===== config.mk =====
export PLATFORM = sky130hd
export DESIGN_NAME = stopwatch_core
export DESIGN_NICKNAME = d
export VERILOG_FILES = /design/src/rtl/stopwatch_pkg.sv /design/src/rtl/bcd_mod_counter.sv /design/src/rtl/stopwatch_core.sv
export SDC_FILE = /design/constraint.sdc
export NUM_CORES = 1
export LEC_CHECK = 0
export ABC_AREA = 1
export CAP_MARGIN = 20
export CORE_ASPECT_RATIO = 0.9
export CORE_MARGIN = 5
export CORE_UTILIZATION = 35
export CTS_CLUSTER_SIZE = 8
export DETAILED_ROUTE_END_ITERATION = 12
export GPL_ROUTABILITY_DRIVEN = 0
export GPL_TIMING_DRIVEN = 0
export PLACE_DENSITY_LB_ADDON = 0.2
export SKIP_LAST_GASP = 1
export SLEW_MARGIN = 20
export SYNTH_ARGS = -nofsm -noshare
export SYNTH_HDL_FRONTEND = slang
export SYNTH_SLANG_ARGS = --single-unit

===== constraint.sdc =====
create_clock -name clk -period 2.2 [get_ports clk]
set_input_delay 0.44 -clock clk [delete_from_list [all_inputs] [get_ports clk]]
set_output_delay 0.44 -clock clk [all_outputs]
set_load 0.02 [all_outputs]

===== src/rtl/stopwatch_pkg.sv =====
// Shared types and constants for the stopwatch time-keeping stage.
// Holds the FSM state encoding, disp_bcd field layout and BCD limits.
package stopwatch_pkg;

    typedef enum logic [1:0] {
        IDLE  = 2'd0,
        RUN   = 2'd1,
        PAUSE = 2'd2,
        LAP   = 2'd3
    } sw_state_t;

    // LSB of each two-digit field inside disp_bcd
    localparam int CC_LSB = 0;
    localparam int SS_LSB = 8;
    localparam int MM_LSB = 16;
    localparam int HH_LSB = 24;

    localparam logic [3:0] BCD_MAX      = 4'd9;
    localparam logic [3:0] BCD_TENS_MAX6 = 4'd5;

    function automatic int calc_div(input int clk_hz, input int tick_hz);
        return clk_hz / tick_hz;
    endfunction

endpackage


===== src/rtl/bcd_mod_counter.sv =====
// Two-digit BCD counter wrapping at MOD (60 or 100).
// carry_out is combinational so a chain ripples within one tick.
module bcd_mod_counter
    import stopwatch_pkg::*;
#(
    parameter int MOD = 100
) (
    input  logic       clk,
    input  logic       rst,
    input  logic       clr,
    input  logic       inc,
    output logic [3:0] tens,
    output logic [3:0] units,
    output logic       carry_out
);

    localparam int         TENS_LIM = MOD / 10 - 1;
    localparam logic [3:0] TENS_MAX = (MOD == 60) ? BCD_TENS_MAX6
                                                  : TENS_LIM[3:0];

    logic [3:0] tens_q;
    logic [3:0] units_q;
    logic       at_max;

    assign at_max    = (tens_q == TENS_MAX) && (units_q == BCD_MAX);
    assign carry_out = inc && at_max;
    assign tens      = tens_q;
    assign units     = units_q;

    // Digit pair update: units roll into tens, tens roll to zero at MOD
    always_ff @(posedge clk) begin
        if (rst || clr) begin
            tens_q  <= '0;
            units_q <= '0;
        end else if (inc) begin
            if (units_q == BCD_MAX) begin
                units_q <= '0;
                tens_q  <= (tens_q == TENS_MAX) ? 4'd0 : tens_q + 4'd1;
            end else begin
                units_q <= units_q + 4'd1;
            end
        end
    end

endmodule


===== src/rtl/stopwatch_core.sv =====
// Stopwatch core: centisecond prescaler, HH:MM:SS.CC BCD cascade,
// run/pause/lap/clear FSM and registered display word.
module stopwatch_core
    import stopwatch_pkg::*;
#(
    parameter int CLK_HZ  = 100_000_000,
    parameter int TICK_HZ = 100
) (
    input  logic        clk,
    input  logic        rst,
    input  logic        start_stop_p,
    input  logic        lap_p,
    input  logic        clear_p,
    output logic [31:0] disp_bcd,
    output logic        running,
    output logic        lap_active,
    output logic        ovf
);

    localparam int            DIV       = calc_div(CLK_HZ, TICK_HZ);
    localparam int            PW        = (DIV > 2) ? $clog2(DIV) : 1;
    localparam logic [PW-1:0] PRESC_MAX = PW'(DIV - 1);

    sw_state_t     state;
    sw_state_t     state_nx;
    logic          snap_en;
    logic          clr_cnt;
    logic          counting;
    logic          tick;
    logic [PW-1:0] presc;
    logic [31:0]   live;
    logic [31:0]   snapshot;

    logic [3:0] cc_t, cc_u, ss_t, ss_u, mm_t, mm_u, hh_t, hh_u;
    logic       cc_co, ss_co, mm_co, hh_co;

    // State register
    always_ff @(posedge clk) begin
        if (rst) state <= IDLE;
        else     state <= state_nx;
    end

    // Next state; ignored pulses do not block lower-priority ones
    always_comb begin
        state_nx = state;
        snap_en  = 1'b0;
        clr_cnt  = 1'b0;
        case (state)
            IDLE: begin
                if (start_stop_p) state_nx = RUN;
            end
            RUN: begin
                if (start_stop_p) begin
                    state_nx = PAUSE;
                end else if (lap_p) begin
                    state_nx = LAP;
                    snap_en  = 1'b1;
                end
            end
            LAP: begin
                if (start_stop_p) state_nx = PAUSE;
                else if (lap_p)   state_nx = RUN;
            end
            PAUSE: begin
                if (clear_p) begin
                    state_nx = IDLE;
                    clr_cnt  = 1'b1;
                end else if (start_stop_p) begin
                    state_nx = RUN;
                end
            end
            default: state_nx = IDLE;
        endcase
    end

    assign counting = (state == RUN) || (state == LAP);
    assign tick     = counting && (presc == PRESC_MAX);

    // Prescaler holds while paused so the partial tick survives
    always_ff @(posedge clk) begin
        if (rst || clr_cnt)  presc <= '0;
        else if (counting)   presc <= tick ? '0 : presc + 1'b1;
    end

    bcd_mod_counter #(.MOD(100)) u_cc (
        .clk(clk), .rst(rst), .clr(clr_cnt), .inc(tick),
        .tens(cc_t), .units(cc_u), .carry_out(cc_co)
    );

    bcd_mod_counter #(.MOD(60)) u_ss (
        .clk(clk), .rst(rst), .clr(clr_cnt), .inc(cc_co),
        .tens(ss_t), .units(ss_u), .carry_out(ss_co)
    );

    bcd_mod_counter #(.MOD(60)) u_mm (
        .clk(clk), .rst(rst), .clr(clr_cnt), .inc(ss_co),
        .tens(mm_t), .units(mm_u), .carry_out(mm_co)
    );

    bcd_mod_counter #(.MOD(100)) u_hh (
        .clk(clk), .rst(rst), .clr(clr_cnt), .inc(mm_co),
        .tens(hh_t), .units(hh_u), .carry_out(hh_co)
    );

    assign live[HH_LSB +: 8] = {hh_t, hh_u};
    assign live[MM_LSB +: 8] = {mm_t, mm_u};
    assign live[SS_LSB +: 8] = {ss_t, ss_u};
    assign live[CC_LSB +: 8] = {cc_t, cc_u};

    // Lap snapshot takes the pre-increment count of the lap cycle
    always_ff @(posedge clk) begin
        if (rst)          snapshot <= '0;
        else if (snap_en) snapshot <= live;
    end

    // Registered outputs; status flags decode the next state
    always_ff @(posedge clk) begin
        if (rst) begin
            disp_bcd   <= '0;
            running    <= 1'b0;
            lap_active <= 1'b0;
            ovf        <= 1'b0;
        end else begin
            disp_bcd   <= (state == LAP) ? snapshot : live;
            running    <= (state_nx == RUN) || (state_nx == LAP);
            lap_active <= (state_nx == LAP);
            if (clr_cnt)    ovf <= 1'b0;
            else if (hh_co) ovf <= 1'b1;
        end
    end

endmodule

==> impl_table.tex <==
\begin{tabular}{lr}
\hline
Metric & Value \\
\hline
\multicolumn{2}{l}{\textbf{Status}} \\
Run status & completed \\
\multicolumn{2}{l}{\textbf{Floorplan}} \\
Overall die width & approximately 140 um \\
Die boundary height & 123.5 um \\
Total I/O pin count & 40 \\
Core Area & roughly 14000 um2 \\
Initial Util & 35.75\% \\
Die ar. & between 15000 and 20000 um2 \\
Site row count & approximately 40 \\
\multicolumn{2}{l}{\textbf{Synthesis}} \\
Area fraction in and, or, nand and nor cells after synthesis & between 20 and 25\% \\
Syn Area/Cell & approximately 7.6 um2 \\
Share of Yosys cell area claimed by the top area cell type & $\sim$48\% \\
Area fraction in compound gates after synthesis & between 10\% and 20\% \\
Library cell with the largest summed area after synthesis & dfxtp\_1 \\
Netlist area before placement & 5007 um2 \\
Sequential share of the synthesized area & $\sim$48\% \\
Main combinational cell family by area after synthesis & simple AND/OR/NAND/NOR gates \\
Synth Area in Adders & less than 1\% \\
Nets in the synthesized netlist & $\sim$670 \\
Gate count after technology mapping & around 660 \\
Dominant cells by area after synthesis & dfxtp\_1, a21oi\_1, o21ai\_0, nand2\_1, nor2\_1 \\
Register bit count reported by yosys & 121 \\
Count of warnings emitted by yosys & 0 \\
Xor and xnor area share after synthesis & approximately 2.4\% \\
Number of distinct standard cells referenced by the synthesized netlist & 37 \\
Mux share of post-synthesis cell area & 0\% \\
\multicolumn{2}{l}{\textbf{Worst setup path}} \\
Cell occurring most often along the worst timing path & nor2\_1 \\
Critical path cell sequence & inv\_1, nor2\_1, nand2\_1, nor2\_1, buf\_4, nand4\_1, nor2\_1, nand3\_1, nand2\_1, nor2\_1 \\
Setup slack of the most critical reg-to-reg path & 0.30 ns \\
Standard cell with the maximum stage delay on the critical path & dfxtp\_1 \\
Reg-to-reg critical path endpoint & u\_hh.tens[2] \\
Req. time, crit path & around 2.5 ns \\
Startpoint class of the critical path & register \\
Count of cells along the worst register-to-register path & 10 \\
Buffers \& Inverters on Critical Path & 2 \\
Worst path top cell family by delay & simple AND/OR/NAND/NOR gates \\
Peak fanout along the critical path & 10 \\
WP data arrival & around 2.2 ns \\
Crit-path max cell delay & 0.32 ns \\
Kind of critical path & register to register \\
R2R Path Start & u\_ss.units[0] \\
Type of destination of the critical path & register \\
\multicolumn{2}{l}{\textbf{Timing}} \\
Count of pins over their slew limit & 0 \\
Worst Clk Skew & approximately 0.0058 ns \\
Final critical-path setup slack & a little under 0.3 ns \\
Max-Slew Margin vs Limit & about two thirds \\
Worst-Margin Slew & about 0.5 ns \\
Final critical-path required period & 1.904 ns \\
Hold Fails Final Rpt & 0 \\
Summed negative setup slack over all endpoints & 0 ns \\
Ratio of final minimum period to clock period & between 80\% and 90\% \\
Final setup fails & 0 \\
Setup repair after global routing missed its margin & no \\
Fmax & roughly 0.53 GHz \\
\multicolumn{2}{l}{\textbf{Power}} \\
Areal power density over the cells & slightly above 800 nW/um2 \\
Power Total & 4.991 mW \\
Leakage & between 2 and 2.5 nW \\
Peak supply drop & 565.4 uV \\
\multicolumn{2}{l}{\textbf{Route}} \\
Post-detailed-route count of antenna-violating nets & 0 \\
DRC violation total after the first TritonRoute iteration & 369 \\
Average wire per standard cell & around 13 um \\
Total routed wirelength & roughly 12 mm \\
Vias per cell & between 4 and 5 \\
Total number of vias & 4404 \\
Count of TritonRoute iterations in the first routing pass & 5 \\
Final routed DRC violation total & 0 \\
\multicolumn{2}{l}{\textbf{Job}} \\
Max-capacitance violation count & 0 \\
\multicolumn{2}{l}{\textbf{Global route}} \\
Total global-route track usage & 15.98\% \\
Total grt overflow & 0 \\
Global-route wire length before repair & approximately 21 mm \\
Number of global-route vias before repair & roughly 4.4k \\
Number of antenna violations at the first check in global routing & 0 \\
Largest net degree at the start of global routing & 17 \\
\multicolumn{2}{l}{\textbf{Placed design}} \\
Worst slack, placed & -0.0007385 ns \\
Post-detailed-placement half-perimeter wirelength & roughly 9 mm \\
Number of port buffers & 39 \\
\multicolumn{2}{l}{\textbf{Clock tree}} \\
Clk sink count & 121 \\
Number of setup buffers added after CTS & 0 \\
Worst-Skew Late Latency & roughly 0.42 ns \\
TritonCTS clock tree & yes \\
Cts bufs inserted & 17 \\
\# H-tree levels & 4 \\
Hold-fix buffer count after cts & 0 \\
Clock Tree Buf Depth & 2 \\
Quantity of gates resized following cts & 0 \\
Clock slew at the register clock pins of the worst setup and hold paths & 0.05 ns \\
Library cell used as clock root buffer & clkbuf\_16 \\
\multicolumn{2}{l}{\textbf{Min path}} \\
Cells on Worst Hold Path & 2 \\
Hold Path End & ovf \\
Path category of the worst min-delay check & register to register \\
Hold Startpoint & ovf \\
\multicolumn{2}{l}{\textbf{Cells and area}} \\
Most frequent cells in the layout & dfxtp\_1, a21oi\_1, nand2\_1, o21ai\_0, nor2\_1 \\
Ant. Diodes & 0 \\
Largest registers & disp\_bcd (32), snapshot (32), presc (20) \\
Area Overhead vs Synth & 23.24\% \\
Final net count & 726 \\
Leading cell type in the layout, fill and taps excluded & dfxtp\_1 \\
Fraction of final layout cells sized beyond drive strength 1 & $\sim$8.5\% \\
\hline
\end{tabular}
## power by group
part / leakage (nW) / switching [mW] / internal, mW
Combinational: 1.08 / 0.155 / 0.0808
Sequential: 0.978 / 0.0193 / 2.24
Clock: 0.259 / 0.964 / 1.53
## cell usage after synthesis (all sizes together)
cell type and number:
nor2 89, ha 1, nand3 37, a21oi 92, o211ai 1, o2111ai 1, nor2b 1, a211oi 1
xnor2 3, nor4 1, nor3b 1, o31ai 1, a21boi 1, o21a 1, dfxtp 121, o311ai 1
clkinv 1, xor2 11, buf 8, inv 76, nor3 9, clkbuf 18, nand2 92, nand4 14
o21ai 80
## kinds of logic (layout without fill, tap and decap cells)
| group | after synthesis | after routing |
|---|---|---|
| buffers and inverters | 103 | 172 |
| AOI/OAI and AO/OA | 179 | 179 |
| and+or+nand+nor | 244 | 244 |
| adders and majority gates | 1 | 1 |
| DFF | 121 | 121 |
| xor gates and xnor gates | 14 | 14 |
## how the worst max path moves through the flow
| stage | depth (start not counted) | startpoint | slack (ns) | to |
|---|---|---|---|---|
| final | 10 | u_ss.units[0] | 0.30 | u_hh.tens[2] |
| after global routing | 8 | u_ss.units[0] | 0.09 | u_mm.units[1] |
| after CTS | 9 | presc[0] | 0.25 | presc[11] |
| after detailed placement | 6 | rst | -0.0007 | disp_bcd[31] |
| after global placement | 6 | rst | 0.0009 | disp_bcd[31] |
| after floorplan | 10 | presc[0] | 0.65 | u_hh.tens[0] |
## stage by stage
stage,area [um2],std cells,hold slack [ns],util (%)
floorplan,5007,662,0.4483,-
global placement,5639,894,0.4458,40.27
detailed placement,5639,894,0.4512,40.27
CTS,6171,924,0.4620,44.06
global route,6171,924,0.4950,44.06
finish,6171,924,0.4553,44.06
## per-layer routing
layer	wire length, um	global-route usage (%)
met1	6001	20.95
met4	193	5.668
met5	0	0
met2	5530	25.90
met3	637	3.702
## cell type report
class	count	area [um2]
Tap cell	193	241.5
Timing Repair Buffer	39	390.4
Inverter	77	291.5
Clock buffer	22	484.2
Multi-Input combinational cell	438	2173
Sequential cell	121	2422
Buffer	26	120.1
Clock inverter	8	47.55
Fill cell	1426	7834
## worst register-to-register path, delay by kind of cell (launching register included)
kind / cells / cell delay [ns]
flops: 1 / 0.32
simple gates: 8 / 1.16
buf+inv: 2 / 0.33
Power figures use the tool's default switching activity.
